## src/rtl/execute_mc_pkg.sv

```systemverilog
// Shared constants for the multi-cycle execute stage: default widths, class
// bit positions in the one-hot dopc vector, sub-opcodes, flag layout and FSM states.
package execute_mc_pkg;

  localparam int WORD_DEF     = 32;
  localparam int W_RD_DEF     = 5;
  localparam int W_OPC_DEF    = 4;
  localparam int W_STATUS_DEF = 4;
  localparam int W_DOPC_DEF   = 7;

  // dopc is {inte,shift,logic,load,store,branch,muldiv}, MSB first
  localparam int DOPC_INTE   = 6;
  localparam int DOPC_SHIFT  = 5;
  localparam int DOPC_LOGIC  = 4;
  localparam int DOPC_LOAD   = 3;
  localparam int DOPC_STORE  = 2;
  localparam int DOPC_BRANCH = 1;
  localparam int DOPC_MULDIV = 0;

  localparam int OPC_ADD = 0;
  localparam int OPC_SUB = 1;
  localparam int OPC_SLL = 0;
  localparam int OPC_SRL = 1;
  localparam int OPC_SRA = 2;
  localparam int OPC_AND = 0;
  localparam int OPC_OR  = 1;
  localparam int OPC_XOR = 2;

  localparam int MD_MUL   = 0;
  localparam int MD_MULHU = 1;
  localparam int MD_DIVU  = 2;
  localparam int MD_REMU  = 3;

  // status is {N,Z,C,V}
  localparam int FLAG_N = 3;
  localparam int FLAG_Z = 2;
  localparam int FLAG_C = 1;
  localparam int FLAG_V = 0;

  typedef enum logic [1:0] {
    ST_IDLE = 2'd0,
    ST_BUSY = 2'd1,
    ST_DONE = 2'd2
  } state_e;

endpackage

```

## src/rtl/execute_mc_muldiv_unit.sv

```systemverilog
// Iterative unsigned multiply / restoring divide, one step per cycle over WORD cycles.
// hi_q/lo_q serve as {product hi, product lo} or {remainder, quotient}.
module muldiv_unit
  import execute_mc_pkg::*;
#(
  parameter int WORD     = WORD_DEF,
  parameter int W_OPC    = W_OPC_DEF,
  parameter int W_STATUS = W_STATUS_DEF
) (
  input  logic                clk,
  input  logic                rst,
  input  logic                start_i,
  input  logic [W_OPC-1:0]    opc_i,
  input  logic [WORD-1:0]     a_i,
  input  logic [WORD-1:0]     b_i,
  output logic                busy_o,
  output logic                done_o,
  output logic [WORD-1:0]     result_o,
  output logic [W_STATUS-1:0] flags_o
);

  localparam int W_CNT = $clog2(WORD);

  logic             busy_q;
  logic [W_CNT-1:0] cnt_q;
  logic [W_OPC-1:0] opc_q;
  logic [WORD-1:0]  b_q, hi_q, lo_q;

  logic            is_divu, is_remu, is_mulhu, is_div;
  logic [WORD:0]   add_s, shl_s, sub_s;
  logic [WORD-1:0] hi_s, lo_s, hi_f, lo_f;

  assign is_divu  = (opc_q == W_OPC'(MD_DIVU));
  assign is_remu  = (opc_q == W_OPC'(MD_REMU));
  assign is_mulhu = (opc_q == W_OPC'(MD_MULHU));
  assign is_div   = is_divu | is_remu;

  always_comb begin
    add_s = {1'b0, hi_q} + (lo_q[0] ? {1'b0, b_q} : '0);
    shl_s = {hi_q, lo_q[WORD-1]};
    sub_s = shl_s - {1'b0, b_q};
    if (is_div) begin
      // The partial remainder stays below the divisor, so the borrow bit alone decides
      hi_s = sub_s[WORD] ? shl_s[WORD-1:0] : sub_s[WORD-1:0];
      lo_s = {lo_q[WORD-2:0], ~sub_s[WORD]};
    end else begin
      hi_s = add_s[WORD:1];
      lo_s = {add_s[0], lo_q[WORD-1:1]};
    end
  end

  // While busy the final step is still combinational; afterwards the registers hold it
  assign hi_f = busy_q ? hi_s : hi_q;
  assign lo_f = busy_q ? lo_s : lo_q;

  always_comb begin
    result_o = lo_f;
    if (is_mulhu || is_remu) result_o = hi_f;
    flags_o         = '0;
    flags_o[FLAG_N] = result_o[WORD-1];
    flags_o[FLAG_Z] = (result_o == '0);
    flags_o[FLAG_V] = is_div ? (b_q == '0) : (!is_mulhu && (hi_f != '0));
  end

  assign busy_o = busy_q;
  assign done_o = busy_q && (cnt_q == W_CNT'(WORD - 1));

  // NOTE: state registers use non-blocking assignments so every flop samples pre-edge values
  always_ff @(posedge clk or negedge rst) begin
    if (!rst) begin
      busy_q <= 1'b0;
      cnt_q  <= '0;
      opc_q  <= '0;
      b_q    <= '0;
      hi_q   <= '0;
      lo_q   <= '0;
    end else if (start_i) begin
      busy_q <= 1'b1;
      cnt_q  <= '0;
      opc_q  <= opc_i;
      b_q    <= b_i;
      hi_q   <= '0;
      lo_q   <= a_i;
    end else if (busy_q) begin
      hi_q  <= hi_s;
      lo_q  <= lo_s;
      cnt_q <= cnt_q + 1'b1;
      if (done_o) busy_q <= 1'b0;
    end
  end

endmodule

```

## src/rtl/execute_mc.sv

```systemverilog
// Multi-cycle execute stage: single-cycle integer/shift/logic ops, pass-through of
// load/store/branch, and an iterative muldiv class, with valid/stall handshakes.
module execute_mc
  import execute_mc_pkg::*;
#(
  parameter int WORD     = WORD_DEF,
  parameter int W_RD     = W_RD_DEF,
  parameter int W_OPC    = W_OPC_DEF,
  parameter int W_STATUS = W_STATUS_DEF,
  parameter int W_DOPC   = W_DOPC_DEF
) (
  input  logic                clk,
  input  logic                rst,
  input  logic                v_i,
  output logic                stall_o,
  input  logic [WORD-1:0]     src_i,
  input  logic [WORD-1:0]     dest_i,
  input  logic                wb_i,
  input  logic [W_RD-1:0]     rd_num_i,
  input  logic [W_DOPC-1:0]   dopc_i,
  input  logic [W_OPC-1:0]    opc_i,
  input  logic                stall_i,
  output logic                v_o,
  output logic                wb_o,
  output logic [W_RD-1:0]     rd_num_o,
  output logic [WORD-1:0]     rd_data_o,
  output logic [W_STATUS-1:0] status_o
);

  localparam int W_SH = $clog2(WORD);

  state_e              state_q, state_d;
  logic                v_q, v_d, wb_q, wb_d;
  logic [W_RD-1:0]     rd_num_q, rd_num_d, md_rd_q;
  logic [WORD-1:0]     rd_data_q, rd_data_d;
  logic [W_STATUS-1:0] status_q, status_d;
  logic                md_wb_q;

  logic                out_free, accept, onehot, is_md, is_sc, md_start, load_md;
  logic                md_busy, md_done;
  logic [WORD-1:0]     md_result, sc_res;
  logic [W_STATUS-1:0] md_flags, sc_flags;
  logic                sc_c, sc_v;
  logic [WORD:0]       sum, sh_l, sh_r;
  logic [W_SH-1:0]     shamt;

  assign out_free = ~(v_q & stall_i);
  assign stall_o  = (v_q & stall_i) | (state_q != ST_IDLE) | md_busy;
  assign accept   = v_i & ~stall_o;
  assign onehot   = $onehot(dopc_i);
  assign is_md    = onehot & dopc_i[DOPC_MULDIV];
  assign is_sc    = onehot & (dopc_i[DOPC_INTE] | dopc_i[DOPC_SHIFT] | dopc_i[DOPC_LOGIC]);
  assign md_start = accept & is_md;
  assign shamt    = src_i[W_SH-1:0];

  muldiv_unit #(.WORD(WORD), .W_OPC(W_OPC), .W_STATUS(W_STATUS)) u_muldiv (
    .clk      (clk),
    .rst      (rst),
    .start_i  (md_start),
    .opc_i    (opc_i),
    .a_i      (dest_i),
    .b_i      (src_i),
    .busy_o   (md_busy),
    .done_o   (md_done),
    .result_o (md_result),
    .flags_o  (md_flags)
  );

  // NOTE: every always_comb output gets a default first so no path can infer a latch
  always_comb begin
    sc_res = '0;
    sc_c   = 1'b0;
    sc_v   = 1'b0;
    sum    = '0;
    sh_l   = '0;
    sh_r   = '0;
    if (dopc_i[DOPC_INTE]) begin
      if (opc_i == W_OPC'(OPC_SUB)) begin
        sum  = {1'b0, dest_i} - {1'b0, src_i};
        sc_v = (dest_i[WORD-1] != src_i[WORD-1]) && (sum[WORD-1] != dest_i[WORD-1]);
      end else begin
        sum  = {1'b0, dest_i} + {1'b0, src_i};
        sc_v = (dest_i[WORD-1] == src_i[WORD-1]) && (sum[WORD-1] != dest_i[WORD-1]);
      end
      sc_res = sum[WORD-1:0];
      sc_c   = sum[WORD];
    end else if (dopc_i[DOPC_SHIFT]) begin
      // One guard bit beside the operand catches the last bit shifted out (0 for amount 0)
      if (opc_i == W_OPC'(OPC_SRL)) begin
        sh_r   = {dest_i, 1'b0} >> shamt;
        sc_res = sh_r[WORD:1];
        sc_c   = sh_r[0];
      end else if (opc_i == W_OPC'(OPC_SRA)) begin
        sh_r   = $unsigned($signed({dest_i, 1'b0}) >>> shamt);
        sc_res = sh_r[WORD:1];
        sc_c   = sh_r[0];
      end else begin
        sh_l   = {1'b0, dest_i} << shamt;
        sc_res = sh_l[WORD-1:0];
        sc_c   = sh_l[WORD];
      end
    end else if (dopc_i[DOPC_LOGIC]) begin
      if (opc_i == W_OPC'(OPC_OR))       sc_res = dest_i | src_i;
      else if (opc_i == W_OPC'(OPC_XOR)) sc_res = dest_i ^ src_i;
      else                               sc_res = dest_i & src_i;
    end
    sc_flags         = '0;
    sc_flags[FLAG_N] = sc_res[WORD-1];
    sc_flags[FLAG_Z] = (sc_res == '0);
    sc_flags[FLAG_C] = sc_c;
    sc_flags[FLAG_V] = sc_v;
  end

  always_comb begin
    state_d   = state_q;
    v_d       = v_q;
    wb_d      = wb_q;
    rd_num_d  = rd_num_q;
    rd_data_d = rd_data_q;
    status_d  = status_q;
    load_md   = 1'b0;
    unique case (state_q)
      ST_IDLE: begin
        if (out_free) begin
          v_d = 1'b0;
          if (accept && is_md) begin
            state_d = ST_BUSY;
          end else if (accept) begin
            v_d       = 1'b1;
            wb_d      = wb_i & onehot;
            rd_num_d  = rd_num_i;
            rd_data_d = '0;
            if (is_sc) begin
              rd_data_d = sc_res;
              status_d  = sc_flags;
            end
          end
        end
      end
      ST_BUSY: begin
        if (md_done) begin
          load_md = out_free;
          state_d = out_free ? ST_IDLE : ST_DONE;
        end else if (out_free) begin
          v_d = 1'b0;
        end
      end
      ST_DONE: begin
        if (out_free) begin
          load_md = 1'b1;
          state_d = ST_IDLE;
        end
      end
      default: state_d = ST_IDLE;
    endcase
    if (load_md) begin
      v_d       = 1'b1;
      wb_d      = md_wb_q;
      rd_num_d  = md_rd_q;
      rd_data_d = md_result;
      status_d  = md_flags;
    end
  end

  always_ff @(posedge clk or negedge rst) begin
    if (!rst) begin
      state_q   <= ST_IDLE;
      v_q       <= 1'b0;
      wb_q      <= 1'b0;
      rd_num_q  <= '0;
      rd_data_q <= '0;
      status_q  <= '0;
      md_wb_q   <= 1'b0;
      md_rd_q   <= '0;
    end else begin
      state_q   <= state_d;
      v_q       <= v_d;
      wb_q      <= wb_d;
      rd_num_q  <= rd_num_d;
      rd_data_q <= rd_data_d;
      status_q  <= status_d;
      if (md_start) begin
        md_wb_q <= wb_i;
        md_rd_q <= rd_num_i;
      end
    end
  end

  assign v_o       = v_q;
  assign wb_o      = wb_q;
  assign rd_num_o  = rd_num_q;
  assign rd_data_o = rd_data_q;
  assign status_o  = status_q;

endmodule
```

## config.mk

```make
export PLATFORM = sky130hd
export DESIGN_NAME = execute_mc
export DESIGN_NICKNAME = d
export VERILOG_FILES = /design/src/rtl/execute_mc_pkg.sv /design/src/rtl/execute_mc_muldiv_unit.sv /design/src/rtl/execute_mc.sv
export SDC_FILE = /design/constraint.sdc
export NUM_CORES = 1
export LEC_CHECK = 0
export CORE_AREA = 2 2 232 349
export CTS_CLUSTER_DIAMETER = 50
export CTS_CLUSTER_SIZE = 28
export DETAILED_ROUTE_END_ITERATION = 16
export DIE_AREA = 0 0 234 351
export GPL_ROUTABILITY_DRIVEN = 1
export RECOVER_POWER = 50
export SLEW_MARGIN = 20
export SYNTH_ARGS = -nofsm -noshare
export SYNTH_HDL_FRONTEND = slang
export SYNTH_SLANG_ARGS = --single-unit
```

## constraint.sdc

```tcl
create_clock -name clk -period 5.5 [get_ports clk]
set_input_delay 1.1 -clock clk [delete_from_list [all_inputs] [get_ports clk]]
set_output_delay 1.1 -clock clk [all_outputs]
set_load 0.01 [all_outputs]
```

==> reports/metrics.csv, run 1 <==
stage,metric,value,unit
outcome,outcome,"finished, violations left",
outcome,violated checks,"capacitance limit, slew limit",
route,vias per inst,6.13,
clocking,Max clock buf depth,3,
finish,Area Overhead vs Synth,20.5,%
global_route,global-route wire length before repair,175000,µm
clocking,post-cts sizing count,0,
timing,Setup TNS,0,ns
route,Avg WL per Cell,28.0,µm
synthesis,async set-reset flop share out of synthesis,100,%
route,final WL,121000,µm
finish,share of layout cells above drive strength 1,14.8,%
critical_path,crit-path max cell delay,0.54,ns
critical_path,Crit Path Class,in2reg,
synthesis,average size of a mapped cell,7.39,µm²
clocking,Clock Sinks,157,
floorplan,Chip Height,351,µm
synthesis,Synthesis Warnings,0,
floorplan,Die Footprint,0.0821,mm²
synthesis,cell area after synthesis,0.0228,mm²
floorplan,Core Footprint,0.0793,mm²
place,routability cong.,1.02,
place,cell count after placement,4289,
critical_path,CP endpoint kind,flop,
timing,fin crit period,5.22,ns
floorplan,# IOs,129,
route,M1 WL,42400,µm
synthesis,Seq cells post-synth,157,
min_path,HP Start,md_wb_q,
synthesis,"EDFF count, synth",0,
floorplan,Initial Util,28.7,%
floorplan,row cnt,127,
route,initial DRC count,2787,
route,highest routed layer,met5,
synthesis,Main synth FF type,dfrtp_1,
synthesis,post-synthesis cell count,3085,
clocking,CTS tree,done,
min_path,Worst Hold Endpoint,md_wb_q,
timing,Slew Limit Fails,160,
synthesis,post-synthesis cell type count,106,
global_route,gr usage total,29.0,%
timing,Worst-Margin Slew,2.28,ns
route,Routed met2 length,58600,µm
global_route,GR Overflow Total,0,
synthesis,synthesized net count,3344,
min_path,WHS Path Cells,2,
timing,final worst path period share,94.9,%
timing,fmax,192,MHz
critical_path,Critical-path top delay cell,fa_1,
timing,Clock Skew,0.0190,ns
critical_path,R2R setup slack,0.58,ns
global_route,largest net degree at the start of global routing,90,
clocking,H-tree depth,4,
synthesis,"Seq/Total Area, Yosys",17.2,%
min_path,worst hold path type,reg2reg,
clocking,Worst-path clk slew,0.07,ns
finish,Final #Nets,3543,
route,via count,26493,
finish,fillcell total,8368,
route,"antenna viol nets, final",0,
synthesis,Synth area leaders,"dfrtp_1, ha_1, nand2_1, o21ai_0, a21oi_1",
critical_path,Worst R2R Start,u_muldiv.lo_q[31],
synthesis,Synth area leader,dfrtp_1,
clocking,"Clk Latency, worst-skew pair",0.51,ns
clocking,clk root buf,clkbuf_16,
global_route,number of global-route vias before repair,26218,
clocking,CTS Hold Bufs,0,
critical_path,Critical Path RT,5.91,ns
place,I/O Buffers,128,
power_and_ir_drop,Pwr Density,542,mW/mm²
synthesis,post-synth top area share,17.2,%
critical_path,FF-to-FF End,status_o[0],
place,hpwl dp,95800,µm
timing,Max transition margin,-51.7,%
timing,hold slack,0.477,ns
power_and_ir_drop,maximum vdd drop,0.285,mV
finish,final std cells w/o fill,4324,
clocking,TritonCTS Buffers,25,
power_and_ir_drop,total power,14.9,mW
route,met3 wire len,7100,µm
finish,final core occ,34.6,%
critical_path,Startpoint Class,input port,
critical_path,"critical path, cell by cell",clkdlybuf4s50_1 -> fa_1 -> inv_1 -> fa_1 -> fa_2 -> fa_1 -> nand2_1 -> nor2_2 -> o31ai_2 -> nor3_2 -> nor2_2 -> a2111oi_2 -> nand4b_1 -> nor4_4 -> buf_4 -> nand4b_1 -> nor4_2 -> nand4b_1 -> o211ai_2,
synthesis,Post-synth top cells,"nand2_1, nor2_1, o21ai_0, a21oi_1, clkbuf_1",
flow_run,Max Cap Viol,2,
critical_path,critical path data arrival time,5.63,ns
route,Pre-Repair DR Iteration Count,6,
timing,Final setup viols,0,
global_route,initial antenna violation count,4,
timing,setup repair after global routing missed its margin,no,
floorplan,die width,234,µm
timing,"Hold Vio Cnt, Final",0,
route,drc violations,0,
synthesis,top-count cell post-synth,nand2_1,
critical_path,worst r2r path cells,17,
clocking,postcts setup bufs,0,
power_and_ir_drop,Leak,11.6,nW
critical_path,Worst Path Max Fanout,2,
-- per-layer routing --
| layer | up-vias | GRT usage, % |
|---|---|---|
| met2 | 1367 | 50.0 |
| met1 | 12775 | 31.3 |
| met3 | 461 | 3.19 |
| li1 | 11886 | - |
| met4 | 4 | 25.6 |
| met5 | - | 0 |
-- how the worst max path moves through the flow --
stage / from / end / slack, ns
finish: dopc_i[1] / status_o[2] / 0.28
global route: dopc_i[1] / status_o[2] / 0.00004
CTS: dopc_i[0] / status_o[2] / 0.02
detailed placement: dopc_i[0] / status_o[2] / -0.49
global placement: dopc_i[0] / status_o[2] / -0.52
floorplan: dopc_i[6] / status_o[2] / 0.06
-- critical path: cells and delay by family --
family,cells,cell delay (ns)
buf+inv,3,0.64
compound gates,3,0.53
fa+ha+maj,4,1.86
simple gates,9,1.48
-- cell usage in the layout, fill, tap and decap left out, types with 27 or more instances in the layout --
cell type	count
buf_4	273
mux2i_1	52
xor2_1	31
clkdlybuf4s50_1	98
dfrtp_1	156
inv_1	142
o31ai_1	27
ha_1	166
nand3_1	79
a211oi_1	59
o21ai_0	251
a221oi_1	37
a21o_1	45
o211ai_1	41
nor2b_1	29
nor2_1	261
nor3_1	59
nand2_1	399
mux4_2	51
and2_1	61
xnor2_1	34
nand4_1	35
nor4_1	31
a31oi_1	53
a21oi_1	235
-- area by class of cell --
cell class,instances,area (µm²),area share [%]
antenna,2,5.00,0.0182
clock buffer,31,668,2.43
clock inverter,2,37.5,0.137
inverter,148,556,2.02
multi-input combinational,2536,17400,63.2
sequential,157,3930,14.3
tap,1032,1290,4.70
timing repair buffer,416,3610,13.2
-- flip-flops by register name, summed over array words and instances, names as in the netlist --
signal / flops
wb_o: 1
u_muldiv.hi_q: 32
u_muldiv.opc_q: 4
state_q: 2
u_muldiv.cnt_q: 5
rd_num_o: 5
rd_data_o: 32
u_muldiv.lo_q: 32
v_o: 1
md_rd_q: 5
md_wb_q: 1
status_o: 4
u_muldiv.b_q: 32
u_muldiv.busy_o: 1
-- cell families after synthesis --
family                   synth area share [%]
AO/OA/AOI/OAI                            31.0
XOR/XNOR                                 2.50
adder cells (fa/ha/maj)                  9.82
buffers and inverters                    6.94
flip-flops                               17.2
multiplexers                             9.72
AND/OR/NAND/NOR                          22.8
-- metrics by stage --
step	cell area, µm²	setup slack, ns
5_1_grt	27500	0.0000422
2_1_floorplan	22800	0.0642
3_5_place_dp	26700	-0.493
4_1_cts	27400	0.0208
3_3_place_gp	26700	-0.519
6_report	27500	0.280
-- power breakdown --
part	switching (mW)	internal (mW)	total [mW]
combinational	7.04	4.13	11.2
clock	0.521	0.888	1.41
sequential	0.633	1.69	2.32
Note: power is estimated with default switching activity, not from simulation.
==> run 2, diff against run 1 <==
ABC_AREA = 1   (was default)
CORE_AREA = 5 5 237 354   (was 2 2 232 349)
DIE_AREA = 0 0 242 359   (was 0 0 234 351)
==> reports/metrics.csv, run 2 <==
stage,metric,value,unit
outcome,outcome,"finished, violations left",
outcome,violated checks,"capacitance limit, slew limit",
power_and_ir_drop,Pwr Density,540,mW/mm²
floorplan,die width,242,µm
finish,Area Overhead vs Synth,15.8,%
clocking,CTS tree,done,
timing,Max transition margin,-55.6,%
finish,"commonest non-fill, non-tap cell in the layout",nand2_1,
critical_path,critical path data arrival time,5.05,ns
place,hpwl dp,99900,µm
synthesis,Post-synth top cells,"nand2_1, inv_1, nand3_1, nor2_1, o21ai_0",
global_route,initial antenna violation count,0,
synthesis,"EDFF count, synth",0,
timing,Final setup viols,0,
critical_path,CP endpoint kind,flop,
clocking,post-cts sizing count,0,
place,I/O Buffers,128,
power_and_ir_drop,Leak,13.3,nW
synthesis,"Seq/Total Area, Yosys",17.0,%
route,drc violations,0,
finish,most frequent cells in the layout,"nand2_1, inv_1, nand3_1",
clocking,Worst-path clk slew,0.06,ns
global_route,largest net degree at the start of global routing,89,
floorplan,Die Footprint,0.0869,mm²
flow_run,Max Cap Viol,2,
clocking,H-tree depth,4,
min_path,WHS Path Cells,2,
route,via count,28573,
floorplan,row cnt,128,
clocking,"Clk Latency, worst-skew pair",0.51,ns
min_path,Worst Hold Endpoint,md_rd_q[1],
synthesis,async set-reset flop share out of synthesis,100,%
power_and_ir_drop,maximum vdd drop,0.304,mV
finish,final core occ,33.1,%
route,"antenna viol nets, final",0,
route,Avg WL per Cell,23.0,µm
timing,Slew Limit Fails,117,
floorplan,Initial Util,28.6,%
clocking,Max clock buf depth,3,
synthesis,Synthesis Warnings,0,
finish,share of layout cells above drive strength 1,6.19,%
route,final WL,121000,µm
timing,final worst path period share,84.1,%
synthesis,average size of a mapped cell,5.58,µm²
global_route,number of global-route vias before repair,28408,
timing,Worst-Margin Slew,2.33,ns
route,initial DRC count,2617,
synthesis,Seq cells post-synth,157,
synthesis,Synth area leader,nand2_1,
floorplan,# IOs,129,
place,routability cong.,1.05,
clocking,Clock Sinks,157,
floorplan,Chip Height,359,µm
min_path,HP Start,md_rd_q[1],
clocking,postcts setup bufs,0,
clocking,clk root buf,clkbuf_16,
finish,n_diodes,0,
critical_path,R2R setup slack,1.08,ns
route,vias per inst,5.41,
critical_path,Crit Path Class,in2reg,
critical_path,worst r2r path cells,27,
synthesis,Synth area leaders,"nand2_1, dfrtp_1, ha_1, nand3_1, o21ai_0",
synthesis,top-count cell post-synth,nand2_1,
synthesis,synthesized net count,4394,
timing,Setup TNS,0,ns
clocking,CTS Hold Bufs,0,
timing,fin crit period,4.63,ns
synthesis,cell area after synthesis,0.0231,mm²
global_route,global-route wire length before repair,177000,µm
synthesis,post-synthesis cell type count,59,
clocking,TritonCTS Buffers,25,
critical_path,Worst Path Max Fanout,22,
critical_path,Critical Path RT,5.92,ns
min_path,worst hold path type,reg2reg,
route,Pre-Repair DR Iteration Count,6,
synthesis,post-synthesis cell count,4135,
timing,Clock Skew,0.0246,ns
floorplan,Core Footprint,0.0807,mm²
critical_path,Startpoint Class,input port,
finish,fillcell total,9287,
synthesis,post-synth top area share,22.1,%
finish,Final #Nets,4501,
timing,"Hold Vio Cnt, Final",0,
timing,setup repair after global routing missed its margin,no,
synthesis,Main synth FF type,dfrtp_1,
global_route,gr usage total,26.7,%
critical_path,FF-to-FF End,status_o[2],
global_route,GR Overflow Total,0,
timing,fmax,216,MHz
critical_path,Worst R2R Start,u_muldiv.b_q[0],
==> run 2: cell type report <==
type | instances | area, µm² | area share, %
sequential | 157 | 3930 | 14.7
tap | 1040 | 1300 | 4.87
timing repair buffer | 268 | 2420 | 9.06
inverter | 494 | 1850 | 6.94
clock inverter | 2 | 12.5 | 0.0468
clock buffer | 29 | 671 | 2.51
multi-input combinational | 3296 | 16500 | 61.9
==> run 2: per-layer routing <==
layer	global-route usage [%]	part of all wire, %	wire length [µm]
met3	2.92	5.6	6760
met2	48.8	50	60800
met1	28.3	36	43200
met5	0	0	0
met4	19.0	8.7	10600
==> run 2: through the flow <==
step / setup WS (ns) / total power, mW / instance area, µm² / cells / hold WS (ns)
floorplan: 0.954 / 9.37 / 23100 / 4135 / 0.442
global placement: 0.402 / 12.9 / 26100 / 5255 / 0.456
detailed placement: 0.366 / 12.9 / 26100 / 5255 / 0.460
CTS: 0.893 / 14.3 / 26700 / 5286 / 0.475
global route: 0.664 / 15.7 / 26700 / 5286 / 0.494
finish: 0.874 / 14.4 / 26700 / 5286 / 0.475
==> run 2: worst max path at each step <==
stage	slack (ns)	to	from	cells after the start
floorplan	0.95	u_muldiv.b_q[30]	dopc_i[5]	15
global placement	0.40	status_o[2]	src_i[25]	21
detailed placement	0.37	rd_data_o[2]	dopc_i[0]	13
CTS	0.89	rd_data_o[2]	dopc_i[0]	13
global route	0.66	rd_data_o[6]	dopc_i[0]	13
finish	0.87	rd_data_o[2]	dopc_i[0]	13
==> run 2: logic make-up (layout without fill, tap and decap cells) <==
group | after synthesis | after routing | share of synthesized area (%)
and+or+nand+nor | 2293 | 2293 | 41.4
AOI/OAI and AO/OA | 796 | 796 | 19.2
buffers and inverters | 682 | 793 | 11.4
adders and majority gates | 174 | 174 | 9.69
DFF | 157 | 157 | 17.0
xor gates and xnor gates | 25 | 25 | 0.949
muxes | 8 | 8 | 0.347
==> run 2: worst max-delay path, stage by stage <==
cell and delay [ns]:
clkdlybuf4s50_1 0.46, fa_1 0.54, inv_1 0.05, fa_1 0.45, fa_1 0.41, fa_1 0.54, nand2_1 0.05, nor2_1 0.22
o21ai_0 0.22, nor2_2 0.32, buf_4 0.35, nand3_1 0.13, a31oi_1 0.18
==> run 2: where the power goes <==
group	switching, mW	internal, mW
clock	0.518	0.848
sequential	0.614	1.73
combinational	7.27	3.46
==> RTL change: new RTL, config.mk and constraints of run 2 <==
Encoding of `state_e`: now one-hot (3 bits for 3 states).
--- a/src/rtl/execute_mc_pkg.sv
+++ b/src/rtl/execute_mc_pkg.sv
@@ -37,10 +37,10 @@
   localparam int FLAG_C = 1;
   localparam int FLAG_V = 0;
 
-  typedef enum logic [1:0] {
-    ST_IDLE = 2'd0,
-    ST_BUSY = 2'd1,
-    ST_DONE = 2'd2
+  typedef enum logic [2:0] {
+    ST_IDLE = 3'b001,
+    ST_BUSY = 3'b010,
+    ST_DONE = 3'b100
   } state_e;
 
 endpackage
Check against the original RTL: same outputs for any inputs over 4 cycles, from zero or initial values and one cycle with rst low; so few cycles prove little.
==> RTL change against run 2 <==
  * Wire length rose by 1.6%
  * Clock power barely moved
  * Combinational power fell by 8%
  * Non-clock buffer count fell by 2
  * Synthesized cell count rose by 2.4%
  * Largest cell class unchanged
  * Highest routed layer unchanged
  * Clock skew fell by 3.1 ps
  * First-iteration DRC count fell by 7.0%
  * Largest power group unchanged
  * Area after synthesis rose by 1.4%
  * Count of clock-buffer cells in the layout did not move
  * Cell area rose by 0.98%
  * Power fell by 7.2%
  * Worst setup slack got worse by 150 ps
  * Sequential cell count rose by 1
==> RTL change: results (changes against run 2) <==
[routing]
wl_per_cell_um=22.9  ; -0.20%
m1WireLength_mm=44.0  ; +1.8%
via_count=28900  ; +1.1%
wl_met3_mm=6.34  ; -6.2%
dr_wl_met2_mm=60.4  ; -0.62%
drt_iter0_drc=2435  ; -7.0%

[grt]
grtUsageTotal_pct=27.0  ; +0.34 points
use_met1_pct=28.6  ; +0.31 points
grt_pass1_wl_mm=179  ; +0.79%
grtUsageMet2_pct=48.6  ; -0.17 points
grt_max_degree=159  ; +79%
met3_usage_pct=2.10  ; -0.82 points
grt_antenna_before_repair=1  ; +1

[yosys]
async_reset_ff_share_pct=100  ; unchanged
seq_area_frac_synth_pct=16.9  ; -0.12 points
synth_cells=4234  ; +2.4%
synth_common_cells=1,379 x nand2_1, 570 x inv_1, 408 x o21ai_0
synth_nets=4490  ; +2.2%
ys_types=62  ; +5.1%
synthTopCellsByArea=nand2_1 22%, dfrtp_1 17%, inv_1 9.1%

[critical_path]
cp_max_fo=8  ; -64%
cp.arrival_ps=5210  ; +160 ps

[status]
outcome=completed

[cts]
cts_buffers=25  ; unchanged
cts_setup_buffers=0  ; unchanged
clk_pin_slew_worst_paths_ps=70
cts_root_buffer=clkbuf_16

[power_and_ir_drop]
p_leak_nw=14.0  ; +5.2%
seqPwrFrac_pct=16.5  ; +0.3 points
vdd_drop_max_uv=239  ; -22%
netSwitchingFraction_pct=57.5  ; -0.67 points
finalPower_mw=13.4  ; -7.2%

[finish]
instances_no_fill=5380  ; +1.8%
drive_gt1_share_pct=5.53  ; -0.66 points
layout.nets=4590  ; +2.0%

[sta]
fin_worst_skew_ps=21.5  ; -3.09 ps
tightest_slew_ps=1170  ; -1160 ps

[placed_design]
gp_congestion=1.05  ; +0.78%
placed_area_sq_um=26300  ; +0.99%
dp_hpwl_mm=101  ; +1.4%
io_buffers=128  ; unchanged
place_ws_ps=274  ; -91.6 ps
placedCellCount=5347  ; +1.8%

RTL change: cell type report:
type                            instances  area, sq um
Multi-Input combinational cell       3305        16500
Clock buffer                           29          661
Inverter                              578         2170
Sequential cell                       158         3960
Timing Repair Buffer                  266         2400
Tap cell                             1040         1300
Fill cell                            9330        53700
Clock inverter                          4         22.5
RTL change: final timing paths:
path / from / endpoint / slack (ps) / cells past startpoint
worst max-delay path: dest_i[13] / status_o[2]$_DFFE_PN0P_ / 730 / 21
worst min-delay path: md_rd_q[4]$_DFFE_PN0P_ / md_rd_q[4]$_DFFE_PN0P_ / 470 / 2
max in group asynchronous: rst / u_muldiv.b_q[3]$_DFFE_PN0P_ / 3870 / 2
min in group asynchronous: rst / u_muldiv.b_q[28]$_DFFE_PN0P_ / 710 / 2
worst min register to register: md_rd_q[4]$_DFFE_PN0P_ / md_rd_q[4]$_DFFE_PN0P_ / 470 / 2
worst max register to register: u_muldiv.lo_q[0]$_DFF_PN0_ / status_o[0]$_DFFE_PN0P_ / 1050 / 24
RTL change: critical path, cell delays in order:
cell and delay [ps]:
clkdlybuf4s50_1 650, inv_1 100, ha_1 480, nand2_1 170, nor2_1 160, inv_1 140, nor3_1 820, nand4_1 250
nand3_1 240, o21ai_0 100, nand2_1 70, nand3_1 60, nand2_1 160, nand2_1 70, inv_1 60, nand2_1 80
nor2_1 170, nand4_1 110, nand2_1 110, nand2_1 50, nand2_1 50
RTL change: cell families after synthesis:
kind of cell             synth area share, %
AO/OA/AOI/OAI                           19.1
flip-flops                              16.9
AND/OR/NAND/NOR                         40.2
buffers and inverters                   12.7
XOR/XNOR                               0.861
multiplexers                           0.727
adder cells (fa/ha/maj)                 9.40
